--- src/rtl/set_cmd_sched.sv ---
// Command scheduler in front of the SET region-counting engine: queues host commands,
// issues them one at a time and returns tagged results. Optional watchdog: SET_TIMEOUT_EN.
module set_cmd_sched #(
    parameter int unsigned DEPTH   = 4,
    parameter int unsigned TIMEOUT = 255
) (
    input  logic                       clk,
    input  logic                       rst,
    input  logic                       cmd_valid,
    output logic                       cmd_ready,
    input  logic [23:0]                cmd_central,
    input  logic [11:0]                cmd_radius,
    input  logic [1:0]                 cmd_mode,
    output logic                       set_en,
    output logic [23:0]                set_central,
    output logic [11:0]                set_radius,
    output logic [1:0]                 set_mode,
    input  logic                       set_busy,
    input  logic                       set_valid,
    input  logic [7:0]                 set_candidate,
    output logic                       res_valid,
    input  logic                       res_ready,
    output logic [7:0]                 res_count,
    output logic [1:0]                 res_mode,
    output logic [3:0]                 res_tag,
    output logic                       res_err,
    output logic [$clog2(DEPTH):0]     fifo_level
);

    localparam int unsigned AW = $clog2(DEPTH);
    localparam logic [AW:0] DepthW = (AW + 1)'(DEPTH);

    if (DEPTH < 2 || (DEPTH & (DEPTH - 1)) != 0) begin : g_bad_depth
        $error("set_cmd_sched: DEPTH must be a power of two >= 2");
    end
    if (TIMEOUT < 1 || TIMEOUT > 255) begin : g_bad_timeout
        $error("set_cmd_sched: TIMEOUT must be in 1..255");
    end

    typedef enum logic [1:0] {StIdle, StIssue, StWait, StDone} state_e;

    logic [37:0]   mem_q [DEPTH];
    logic [AW-1:0] wr_ptr_q, rd_ptr_q;
    logic [AW:0]   level_q;
    state_e        state_q;
    logic          set_en_q;
    logic [3:0]    tag_q, issue_tag_q;
    logic          push, pop;
    logic [37:0]   head;

    assign cmd_ready  = level_q < DepthW;
    assign push       = cmd_valid && cmd_ready;
    assign pop        = state_q == StIssue;
    assign head       = mem_q[rd_ptr_q];
    assign fifo_level = level_q;
    // Gate with rst so a reset landing on an ISSUE cycle never leaks a start pulse.
    assign set_en     = set_en_q && !rst;

    always_ff @(posedge clk) begin
        if (push) begin
            mem_q[wr_ptr_q] <= {cmd_central, cmd_radius, cmd_mode};
        end
    end

    always_ff @(posedge clk) begin
        if (rst) begin
            wr_ptr_q <= '0;
            rd_ptr_q <= '0;
            level_q  <= '0;
        end else begin
            if (push) wr_ptr_q <= wr_ptr_q + 1'b1;
            if (pop)  rd_ptr_q <= rd_ptr_q + 1'b1;
            if (push && !pop) begin
                level_q <= level_q + 1'b1;
            end else if (pop && !push) begin
                level_q <= level_q - 1'b1;
            end
        end
    end

`ifdef SET_TIMEOUT_EN
    localparam logic [7:0] TimeoutLast = 8'(TIMEOUT - 1);
    logic [7:0] wd_q;
`else
    assign res_err = 1'b0;
`endif

    always_ff @(posedge clk) begin
        if (rst) begin
            state_q     <= StIdle;
            set_en_q    <= 1'b0;
            set_central <= '0;
            set_radius  <= '0;
            set_mode    <= '0;
            res_valid   <= 1'b0;
            res_count   <= '0;
            res_mode    <= '0;
            res_tag     <= '0;
            tag_q       <= '0;
            issue_tag_q <= '0;
`ifdef SET_TIMEOUT_EN
            wd_q        <= '0;
            res_err     <= 1'b0;
`endif
        end else begin
            set_en_q <= 1'b0;
            unique case (state_q)
                StIdle: begin
                    if (level_q != '0 && !set_busy) begin
                        state_q                              <= StIssue;
                        set_en_q                             <= 1'b1;
                        {set_central, set_radius, set_mode}  <= head;
                    end
                end
                StIssue: begin
                    issue_tag_q <= tag_q;
                    tag_q       <= tag_q + 1'b1;
                    state_q     <= StWait;
`ifdef SET_TIMEOUT_EN
                    wd_q        <= '0;
`endif
                end
                StWait: begin
                    if (set_valid) begin
                        res_valid <= 1'b1;
                        res_count <= set_candidate;
                        res_mode  <= set_mode;
                        res_tag   <= issue_tag_q;
                        state_q   <= StDone;
`ifdef SET_TIMEOUT_EN
                        res_err   <= 1'b0;
                    end else if (wd_q == TimeoutLast) begin
                        res_valid <= 1'b1;
                        res_count <= '0;
                        res_mode  <= set_mode;
                        res_tag   <= issue_tag_q;
                        res_err   <= 1'b1;
                        state_q   <= StDone;
                    end else begin
                        wd_q <= wd_q + 1'b1;
`endif
                    end
                end
                StDone: begin
                    if (res_ready) begin
                        res_valid <= 1'b0;
                        state_q   <= StIdle;
                    end
                end
                default: state_q <= StIdle;
            endcase
        end
    end

endmodule

--- config.mk ---
export PLATFORM = sky130hd
export DESIGN_NAME = set_cmd_sched
export DESIGN_NICKNAME = d
export VERILOG_FILES = /design/src/rtl/set_cmd_sched.sv
export SDC_FILE = /design/constraint.sdc
export NUM_CORES = 1
export LEC_CHECK = 0
export CAP_MARGIN = 30
export CORE_MARGIN = 8
export CORE_UTILIZATION = 40
export CTS_BUF_LIST = sky130_fd_sc_hd__clkbuf_4 sky130_fd_sc_hd__clkbuf_8
export DETAILED_ROUTE_END_ITERATION = 6
export GPL_TIMING_DRIVEN = 0
export HOLD_SLACK_MARGIN = 0.03
export PLACE_DENSITY = 0.73
export SLEW_MARGIN = 40
export SYNTH_ARGS = -nofsm -noshare
export SYNTH_HDL_FRONTEND = slang
export SYNTH_SLANG_ARGS = --single-unit
--- constraint.sdc ---
create_clock -name clk -period 2.7 [get_ports clk]
set_input_delay 0.27 -clock clk [delete_from_list [all_inputs] [get_ports clk]]
set_output_delay 0.27 -clock clk [all_outputs]
set_load 0.005 [all_outputs]
==> results of run 1 <==
registers in the layout, indices dropped and copies added, names as in the netlist, 3 cells and up:
| name | count |
|---|---|
| tag_q | 4 |
| res_tag | 4 |
| issue_tag_q | 4 |
| set_radius | 12 |
| fifo_level | 3 |
| set_central | 24 |
| mem_q | 152 |
| res_count | 8 |
placed cells by master (no fill, tap or decap), types with 2 or more instances in the layout:
master / instances
edfxtp_1: 152
clkdlybuf4s50_1: 108
dfxtp_1: 71
clkbuf_8: 40
a22o_1: 38
nand2_1: 34
mux4_2: 25
clkbuf_4: 19
a21oi_1: 16
nor2_1: 14
mux4_1: 13
ha_1: 11
inv_1: 9
mux2i_1: 9
clkbuf_1: 8
buf_2: 8
buf_6: 6
buf_12: 5
xor2_1: 5
nor2b_1: 4
and2_4: 4
clkinv_1: 4
buf_4: 3
xnor2_1: 3
o21ai_0: 3
clkinv_2: 3
and2_1: 2
metal layers:
layer / wire length, um / track usage
met1: 7238 / 0.1568
met2: 8434 / 0.2255
met4: 294 / 0.04031
met5: 14 / 0
met3: 1110 / 0.04343
worst max path at each step:
stage,startpoint,cells past startpoint,to
final,state_q[1],10,fifo_level[2]
after global routing,state_q[1],10,fifo_level[2]
after CTS,state_q[1],10,fifo_level[2]
after detailed placement,cmd_valid,9,fifo_level[2]
after global placement,cmd_valid,4,mem_q[0][36]
after floorplan,state_q[1],10,fifo_level[2]
through the flow:
stage                     cells    util  area, um2  hold WS, ns  setup TNS, ns
final                       899  0.5181      10450       0.3334              0
after global routing        899  0.5181      10450       0.3195              0
after CTS                   899  0.5181      10450       0.3025              0
after detailed placement    832  0.4818       9718       0.4482              0
after global placement      828  0.4774       9628       0.4405         -96.47
after floorplan             450       -       8209       0.3689              0
logic make-up (layout without fill, tap and decap cells):
logic type | count (synthesis) | after routing | share of synthesized area
flip-flops | 223 | 223 | 0.7292
AND/OR/NAND/NOR | 62 | 62 | 0.03567
AO/OA/AOI/OAI | 60 | 60 | 0.05746
multiplexers | 47 | 47 | 0.1212
buffers and inverters | 37 | 216 | 0.02835
adder cells (fa/ha/maj) | 12 | 12 | 0.01920
XOR/XNOR | 8 | 8 | 0.008536
other | 1 | 1 | 0.0004568
power groups by stage:
stage          logic [uW]  registers, uW  clock network, uW
2_1_floorplan        1330           4440                  0
3_3_place_gp         2140           4470                  0
3_5_place_dp         2270           4480                  0
4_1_cts              2280           4420               2970
5_1_grt              2400           4460               3130
6_report             2210           4410               2880
layout make-up:
class	count	area (um2)	share of cell area
Multi-Input combinational cell	190	2001	0.1915
Clock buffer	59	693.2	0.06633
Buffer	27	195.2	0.01868
Clock inverter	8	38.79	0.003712
Inverter	10	37.54	0.003592
Sequential cell	223	5986	0.5728
Tap cell	270	337.8	0.03233
Timing Repair Buffer	112	1161	0.1111
worst max-delay path: stages (launching register included):
cell	delay, ns
dfxtp_1	0.39
inv_1	0.10
ha_1	0.21
buf_2	0.21
inv_1	0.08
ha_1	0.18
inv_1	0.06
fa_1	0.37
xor2_1	0.18
or3_1	0.30
a21oi_1	0.13
==> flow_summary.json, run 1 <==
{
  "status": "finished clean",
  "wl_per_cell_um": 19.01,
  "gp_congestion": 0.7625,
  "power_density_nw_per_um2": 909.6,
  "clkPwrFrac": 0.303,
  "cts_resized": 0,
  "yosys.area.top_type_share": 0.5560,
  "yosysUniqueCellTypes": 32,
  "ys_seq_elements": 223,
  "synth_edf_count": 152,
  "max_freq_mhz": 438.4,
  "power_uw": 9506,
  "r2r_slack_ns": 0.42,
  "cts_sinks": 223,
  "drv_slew": 0,
  "min_period_ns": 2.281,
  "grt.total_usage": 0.1324,
  "final_antenna_net_count": 0,
  "synth_area_leaders": "edfxtp_1 56%, dfxtp_1 17%, mux4_2 6.9%, mux4_1 4.2%, a22o_1 4.1%",
  "hold_class": "primary input to flip-flop",
  "synth_area_leader_cell": "edfxtp_1",
  "antenna_found_initial": 1,
  "root_buffer": "clkbuf_8",
  "die_h_um": 159.3,
  "netlist_instances": 450,
  "cp.arrival_ns": 2.71,
  "cp-end-kind": "flip-flop",
  "swShare": 0.2586,
  "grt.overflow.total": 0,
  "fillers": 1663,
  "place_ws_ns": 0.1091,
  "die_x_um": 159.3,
  "vias": 4469,
  "fp.coreArea_um2": 20170,
  "initial_core_util": 0.4070,
  "crit_type": "flip-flop to flip-flop",
  "path_clk_slew_ns": 0.06,
  "first_global_vias": 4830,
  "drive_gt1_frac": 0.1892,
  "pin_count": 111,
  "combPwrFrac": 0.233,
  "post_cts_buffers": 0,
  "worstPathRequired_ns": 3.13,
  "hold_depth": 3,
  "ff2ff_path_depth": 10,
  "nNetsFinal": 665,
  "first_pass_iters": 4,
  "clock_skew_ns": 0.02360,
  "reg2reg_from": "state_q[1]",
  "synth_flop_cell": "edfxtp_1",
  "setup_violations": 0,
  "rows": 52,
  "p_leak_uw": 0.003587,
  "ys_warn_count": 0,
  "cts_hold_buf": 0,
  "synth_most_common_cell": "edfxtp_1",
  "cts.htree.levels": 2,
  "diodes": 0,
  "hold_start": "set_candidate[3]",
  "port_buffers": 108,
  "areaGrowthSynthToFinish_pct": 27.30,
  "routed_via_density": 4.971,
  "worst_slew_pin_slew_ns": 0.7492,
  "power_switching_uw": 2458,
  "async_flop_share": 0,
  "worstPathMaxFanout": 10,
  "syn_nets": 514,
  "synth_area_per_cell_um2": 18.24,
  "ir_drop_mv": 0.4612,
  "cts_tree": "done",
  "critPathLaunchType": "flip-flop",
  "dieArea_um2": 25360,
  "grt_max_degree": 26,
  "min_to": "res_count[3]",
  "rsz0062_at_grt": "no",
  "fin_crit_sh": 0.8448,
  "p_int_uw": 7047,
  "cts_made_buffers": 37,
  "wl_um": 17090,
  "setup_ws_ns": 0.4192,
  "hold_viol_final": 0,
  "max_cap_violations": 0,
  "first_iter_violations": 224,
  "syn-cell-area_um2": 8209,
  "ys_seq_area_frac": 0.7292,
  "r2r-end": "fifo_level[2]",
  "grt_pass1_wl_um": 26730,
  "dp_hpwl_um": 10920,
  "drc": 0,
  "cts_buffer_depth": 3,
  "synthTopCellsByCount": "152 x edfxtp_1, 71 x dfxtp_1, 38 x a22o_1",
  "seqPwrFrac": 0.464,
  "insertion_delay_ns": 0.51,
  "maxSlewHeadroom": 0.5005
}
Power figures use the tool's default switching activity.
==> run 2, diff against run 1 <==
==> constraint.sdc (replaced) <==
create_clock -name clk -period 2.16 [get_ports clk]
set_input_delay 0.216 -clock clk [delete_from_list [all_inputs] [get_ports clk]]
set_output_delay 0.216 -clock clk [all_outputs]
set_load 0.005 [all_outputs]
==> run 2 against run 1 <==
Core utilization rose by 0.16 points. Sequential power increased by 25%. Hold slack lost 0.055 ns. Sequential share of layout area shrank 0.16 points. Clock power increased by 25%. Critical path depth down 2. First-iteration DRC count is 4.9% lower. Power up 25%. Highest routed layer unchanged. Clock skew up 0.0018 ns. Die area is the same. Via count is essentially flat. Clock-buffer cell count unchanged.
==> flow_summary.json, run 2 (synthesis gave the netlist of run 1 again) <==
{
  "cts_sinks": 223,
  "areaGrowthSynthToFinish_pct": 27.68,
  "fp.coreArea_um2": 20170,
  "dp_hpwl_um": 10920,
  "max_freq_mhz": 479.3,
  "max_stage_delay_ns": 0.38,
  "drive_gt1_frac": 0.1984,
  "clock_skew_ns": 0.02540,
  "die_x_um": 159.3,
  "ff2ff_path_depth": 8,
  "hold_depth": 3,
  "nNetsFinal": 666,
  "max_cap_violations": 0,
  "worstPathMaxFanout": 7,
  "dieArea_um2": 25360,
  "min_period_ns": 2.086,
  "first_pass_iters": 5,
  "grt_pass1_wl_um": 26730,
  "final_antenna_net_count": 0,
  "drc": 0,
  "grt.overflow.total": 0,
  "power_density_nw_per_um2": 1138,
  "cts_buffer_depth": 3,
  "path_clk_slew_ns": 0.06,
  "met1_usage": 0.1568,
  "vias": 4470,
  "grtUsageMet2": 0.2255,
  "drv_slew": 0,
  "initial_core_util": 0.4070,
  "use_met3": 0.04343,
  "pin_count": 111,
  "hold_class": "primary input to flip-flop",
  "wl_per_cell_um": 19.01,
  "insertion_delay_ns": 0.51,
  "maxSlewHeadroom": 0.5109,
  "regMostFlops": "mem_q",
  "grt_max_degree": 26,
  "ff_latch_area_um2": 5987,
  "first_global_vias": 4827,
  "critPathLaunchType": "flip-flop",
  "crit_chain": "nor2b_1 > clkbuf_2 > ha_2 > inv_1 > fa_1 > xor2_1 > or3_1 > a21oi_1",
  "status": "finished clean",
  "grt.total_usage": 0.1324,
  "crit_type": "flip-flop to flip-flop",
  "cp-end-kind": "flip-flop",
  "diodes": 0,
  "crit_family": "adder cells",
  "cp_slowest_cell": "dfxtp_1",
  "p_leak_uw": 0.003597,
  "ir_drop_mv": 0.5765,
  "final_common_cell": "edfxtp_1",
  "fin_crit_sh": 0.9660,
  "hold_ws_ns": 0.2781,
  "cts.htree.levels": 2,
  "crit_buf_inv": 2,
  "tns_ns": 0,
  "rows": 52,
  "antenna_found_initial": 1,
  "root_buffer": "clkbuf_8",
  "worst_slew_pin_slew_ns": 0.7336,
  "fillers": 1658,
  "reg.largest.list": "mem_q: 152 flops, set_central: 24 flops, set_radius: 12 flops",
  "gp_congestion": 0.7625,
  "setup_violations": 0,
  "die_h_um": 159.3,
  "cts_hold_buf": 0,
  "largest_reg_flops": 152,
  "cts_made_buffers": 37,
  "port_buffers": 108,
  "layout_common_cells": "152 x edfxtp_1, 108 x clkdlybuf4s50_1, 70 x dfxtp_1, 40 x clkbuf_8, 38 x a22o_1",
  "routed_via_density": 4.967,
  "crit_cells": 8,
  "multi_input_area_um2": 2016,
  "hold_viol_final": 0,
  "first_iter_violations": 213,
  "grt_busiest_layer": "met2",
  "wl_um": 17110,
  "worstPathRequired_ns": 2.59,
  "cp.arrival_ns": 2.51,
  "cts_tree": "done"
}
run 2: changes by cell type in the layout (fill, tap and decap cells not counted), sizes merged:
cell	change
buf	+1
run 2: final timing paths:
path	from	endpoint	slack, ns
setup / recovery	fifo_level[2]	fifo_level[2]	0.07
hold / removal	set_candidate[3]	res_count[3]	0.28
setup reg to reg	fifo_level[2]	fifo_level[2]	0.07
hold reg to reg	res_mode[1]	res_mode[1]	0.45
run 2: area by class of cell:
type / count / area share
flip-flops and latches: 223 / 0.5712
multi-input cells: 190 / 0.1923
repair buffers: 113 / 0.1115
clock buffers: 59 / 0.06613
well taps: 270 / 0.03223
plain buffers: 27 / 0.01934
clock inverters: 8 / 0.003701
inverters: 10 / 0.003581
run 2: report_power, final:
| group | internal (uW) | switching [uW] | total, uW |
|---|---|---|---|
| combinational | 1590 | 1210 | 2800 |
| sequential | 5210 | 310 | 5520 |
| clock | 2040 | 1570 | 3610 |
run 2: stage by stage:
stage	setup WS (ns)	power, uW	instance area [um2]	instances	util
after floorplan	0.07378	7209	8209	450	-
after global placement	-1.132	8272	9628	828	0.4774
after detailed placement	-0.3769	8437	9718	832	0.4818
after CTS	0.03094	12100	10460	899	0.5187
after global routing	-0.01382	12530	10480	900	0.5197
final	0.07351	11930	10480	900	0.5197
run 2: worst min-delay path, cell delays in order:
cell and delay [ns]:
clkdlybuf4s50_1 0.40, nand2_1 0.06, a21oi_1 0.05
run 2: what timing repair did:
| action | CTS | global route |
|---|---|---|
| setup endpoints to repair | 1 | 1 |
| buffers inserted | 0 | 1 |
| hold endpoints to repair | 0 | 0 |
| gates resized for setup | 5 | 3 |
run 2: metal layers:
metal,vias to the layer above,part of all wire
met4,2,0.017
met1,2244,0.42
met5,-,0.00082
met2,139,0.50
met3,30,0.065
li1,2055,-
==> run 3, diff against run 2 <==
--- a/config.mk
+++ b/config.mk
@@ -5,14 +5,17 @@
 export SDC_FILE = /design/constraint.sdc
 export NUM_CORES = 1
 export LEC_CHECK = 0
+export ABC_AREA = 1
 export CAP_MARGIN = 30
 export CORE_MARGIN = 8
 export CORE_UTILIZATION = 40
 export CTS_BUF_LIST = sky130_fd_sc_hd__clkbuf_4 sky130_fd_sc_hd__clkbuf_8
+export CTS_CLUSTER_DIAMETER = 100
 export DETAILED_ROUTE_END_ITERATION = 6
 export GPL_TIMING_DRIVEN = 0
 export HOLD_SLACK_MARGIN = 0.03
 export PLACE_DENSITY = 0.73
+export SKIP_LAST_GASP = 1
 export SLEW_MARGIN = 40
 export SYNTH_ARGS = -nofsm -noshare
 export SYNTH_HDL_FRONTEND = slang
==> run 3 against run 2 <==
Core utilization grew 0.093 points. Final cell count is 49% higher. Hold slack better by 0.037 ns. Register-to-register slack improved by 0.09 ns. Combinational power rose by 42%. Sequential share of layout area down 4.1 points. Maximum frequency up 4.5%. Critical path type unchanged.
==> flow_summary.json, run 3 <==
{
  "fp.coreArea_um2": 21690,
  "path_clk_slew_ns": 0.06,
  "clock_skew_ns": 0.02526,
  "areaGrowthSynthToFinish_pct": 28.29,
  "ys_seq_area_frac": 0.6801,
  "synthTopCellsByCount": "274 x nor2_1, 152 x edfxtp_1, 133 x nand2_1",
  "cts.htree.levels": 2,
  "drv_slew": 0,
  "min_period_ns": 1.996,
  "cts_made_buffers": 38,
  "synth_flop_cell": "edfxtp_1",
  "synth-simple-area-share": 0.1770,
  "rows": 54,
  "vias": 6253,
  "antenna_found_initial": 0,
  "drive_gt1_frac": 0.1022,
  "insertion_delay_ns": 0.53,
  "p_leak_uw": 0.004407,
  "initial_core_util": 0.4058,
  "async_flop_share": 0,
  "post_cts_buffers": 0,
  "final_antenna_net_count": 0,
  "cts_buffer_depth": 3,
  "status": "finished clean",
  "port_buffers": 109,
  "worstPathMaxFanout": 9,
  "cts_tree": "done",
  "die_h_um": 164.3,
  "netlist_instances": 872,
  "critPathLaunchType": "flip-flop",
  "cp.arrival_ns": 2.42,
  "worst_slew_pin_slew_ns": 0.6005,
  "dieArea_um2": 27000,
  "synth_adder_area_share": 0.01791,
  "first_global_vias": 6095,
  "grt.total_usage": 0.1533,
  "r2r-end": "fifo_level[1]",
  "reg2reg_from": "fifo_level[2]",
  "diodes": 0,
  "cp-end-kind": "flip-flop",
  "synth_area_leader_cell": "edfxtp_1",
  "fin_cells": 1337,
  "ff2ff_path_depth": 8,
  "synth_area_leaders": "edfxtp_1 52%, dfxtp_1 16%, nor2_1 12%, nand2_1 5.7%, o21ai_0 4.2%",
  "grt_pass1_wl_um": 32220,
  "hold_depth": 1,
  "largest_reg_flops": 152,
  "final_common_cell": "nor2_1",
  "muxShareOfSynthArea": 0,
  "hold_ws_ns": 0.3152,
  "regMostFlops": "mem_q",
  "max_cap_violations": 0,
  "ys_warn_count": 0,
  "cts_sinks": 223,
  "yosysUniqueCellTypes": 20,
  "hold_start": "cmd_central[17]",
  "root_buffer": "clkbuf_8",
  "dp_hpwl_um": 13970,
  "min_to": "mem_q[3][31]",
  "ir_drop_mv": 0.6241,
  "syn_nets": 936,
  "wl_um": 20930,
  "setup_violations": 0,
  "drc": 0,
  "fin_crit_sh": 0.9240,
  "r2r_slack_ns": 0.16,
  "crit_type": "flip-flop to flip-flop",
  "yosys.area.top_type_share": 0.5186,
  "die_x_um": 164.3,
  "pin_count": 111,
  "first_iter_violations": 447,
  "grt_max_degree": 19,
  "syn-cell-area_um2": 8801,
  "hold_viol_final": 0,
  "worstPathRequired_ns": 2.59,
  "cts_hold_buf": 0,
  "reg.largest.list": "mem_q: 152 flops, set_central: 24 flops, set_radius: 12 flops",
  "layout_common_cells": "270 x nor2_1, 152 x edfxtp_1, 133 x nand2_1, 109 x clkdlybuf4s50_1, 73 x o21ai_0",
  "gp_congestion": 0.7749,
  "synth-compound-area-share": 0.06653,
  "synth_area_per_cell_um2": 10.09,
  "max_freq_mhz": 501.1,
  "synthXorXnorAreaFrac": 0.0009952,
  "synth_most_common_cell": "nor2_1",
  "maxSlewHeadroom": 0.5987,
  "ys_seq_elements": 223,
  "dp_cells": 1269,
  "synth_edf_count": 152,
  "first_pass_iters": 5,
  "hold_class": "primary input to flip-flop",
  "nNetsFinal": 1092,
  "power_density_nw_per_um2": 1210,
  "routed_via_density": 4.677,
  "rsz0062_at_grt": "no",
  "wl_per_cell_um": 15.65,
  "grt.overflow.total": 0,
  "synth_top_family_by_area": "simple AND/OR/NAND/NOR gates"
}
[run 3: changes by cell type in the layout (fill, tap and decap cells not counted), sizes merged, moves of 4 or more]
cell,change
nor2,+260
nand2,+99
o21ai,+99
inv,+53
a22o,-38
mux4,-38
buf,+14
mux2i,-9
and2,-6
nand3,+5
bufinv,+4
nor2b,-4
xor2,-4
[run 3: logic make-up (layout without fill, tap and decap cells)]
group,after synthesis,after routing
and+or+nand+nor,412,412
DFF,223,223
AOI/OAI and AO/OA,117,117
buffers and inverters,106,291
adders and majority gates,12,12
other,1,1
xor gates and xnor gates,1,1
[run 3: metrics by stage]
stage               total power [uW]    util  TNS [ns]  setup slack (ns)  area, um2
floorplan                       7931       -    -68.67           -0.4589       8801
global placement                9439  0.4723   -310.06            -2.108      10240
detailed placement              9676  0.4821   -0.1716           -0.1027      10460
CTS                            13830  0.5205         0           0.07356      11290
global route                   14530  0.5206         0           0.01345      11290
finish                         13670  0.5206         0            0.1642      11290
[run 3: cell type report]
cell class                 instances  area [um2]
clock inverter                    16       182.7
sequential                       223        5986
timing repair buffer             117        1274
multi-input combinational        543        2346
fill                            1941       10400
tap                              280       350.3
clock buffer                      53       654.4
inverter                          62       232.7
buffer                            43       265.3
[run 3: power breakdown]
| group | internal (uW) | total [uW] | switching, uW |
|---|---|---|---|
| Clock | 2450 | 4130 | 1670 |
| Sequential | 5270 | 5550 | 278 |
| Combinational | 1710 | 3990 | 2280 |
| Total | 9440 | 13700 | 4230 |
[run 3: worst max-delay path, cell delays in order, from the launching register on]
cell	delay [ns]
dfxtp_1	0.34
inv_2	0.06
nand2_1	0.45
inv_1	0.10
ha_1	0.23
inv_1	0.09
fa_1	0.40
o21ai_0	0.17
nor2_1	0.05
[run 3: worst max path at each step]
stage	start	endpoint	cells after the start
finish	fifo_level[2]	fifo_level[1]	8
detailed placement	cmd_valid	fifo_level[2]	10
CTS	state_q[1]	fifo_level[2]	10
floorplan	wr_ptr_q[0]	mem_q[2][0]	4
global route	state_q[1]	fifo_level[2]	11
global placement	cmd_valid	mem_q[0][27]	3
[run 3: layer usage]
layer	GRT usage	part of all wire	routed length (um)
met5	0	0	0
met4	0.05372	0.019	406
met3	0.03534	0.073	1529
met2	0.2583	0.48	10110
met1	0.1898	0.42	8874
[run 3: repair_timing]
item                                    CTS  global route
resized for setup                         1             1
endpoints found under the setup margin    2             2
hold endpoints to repair                  0             0
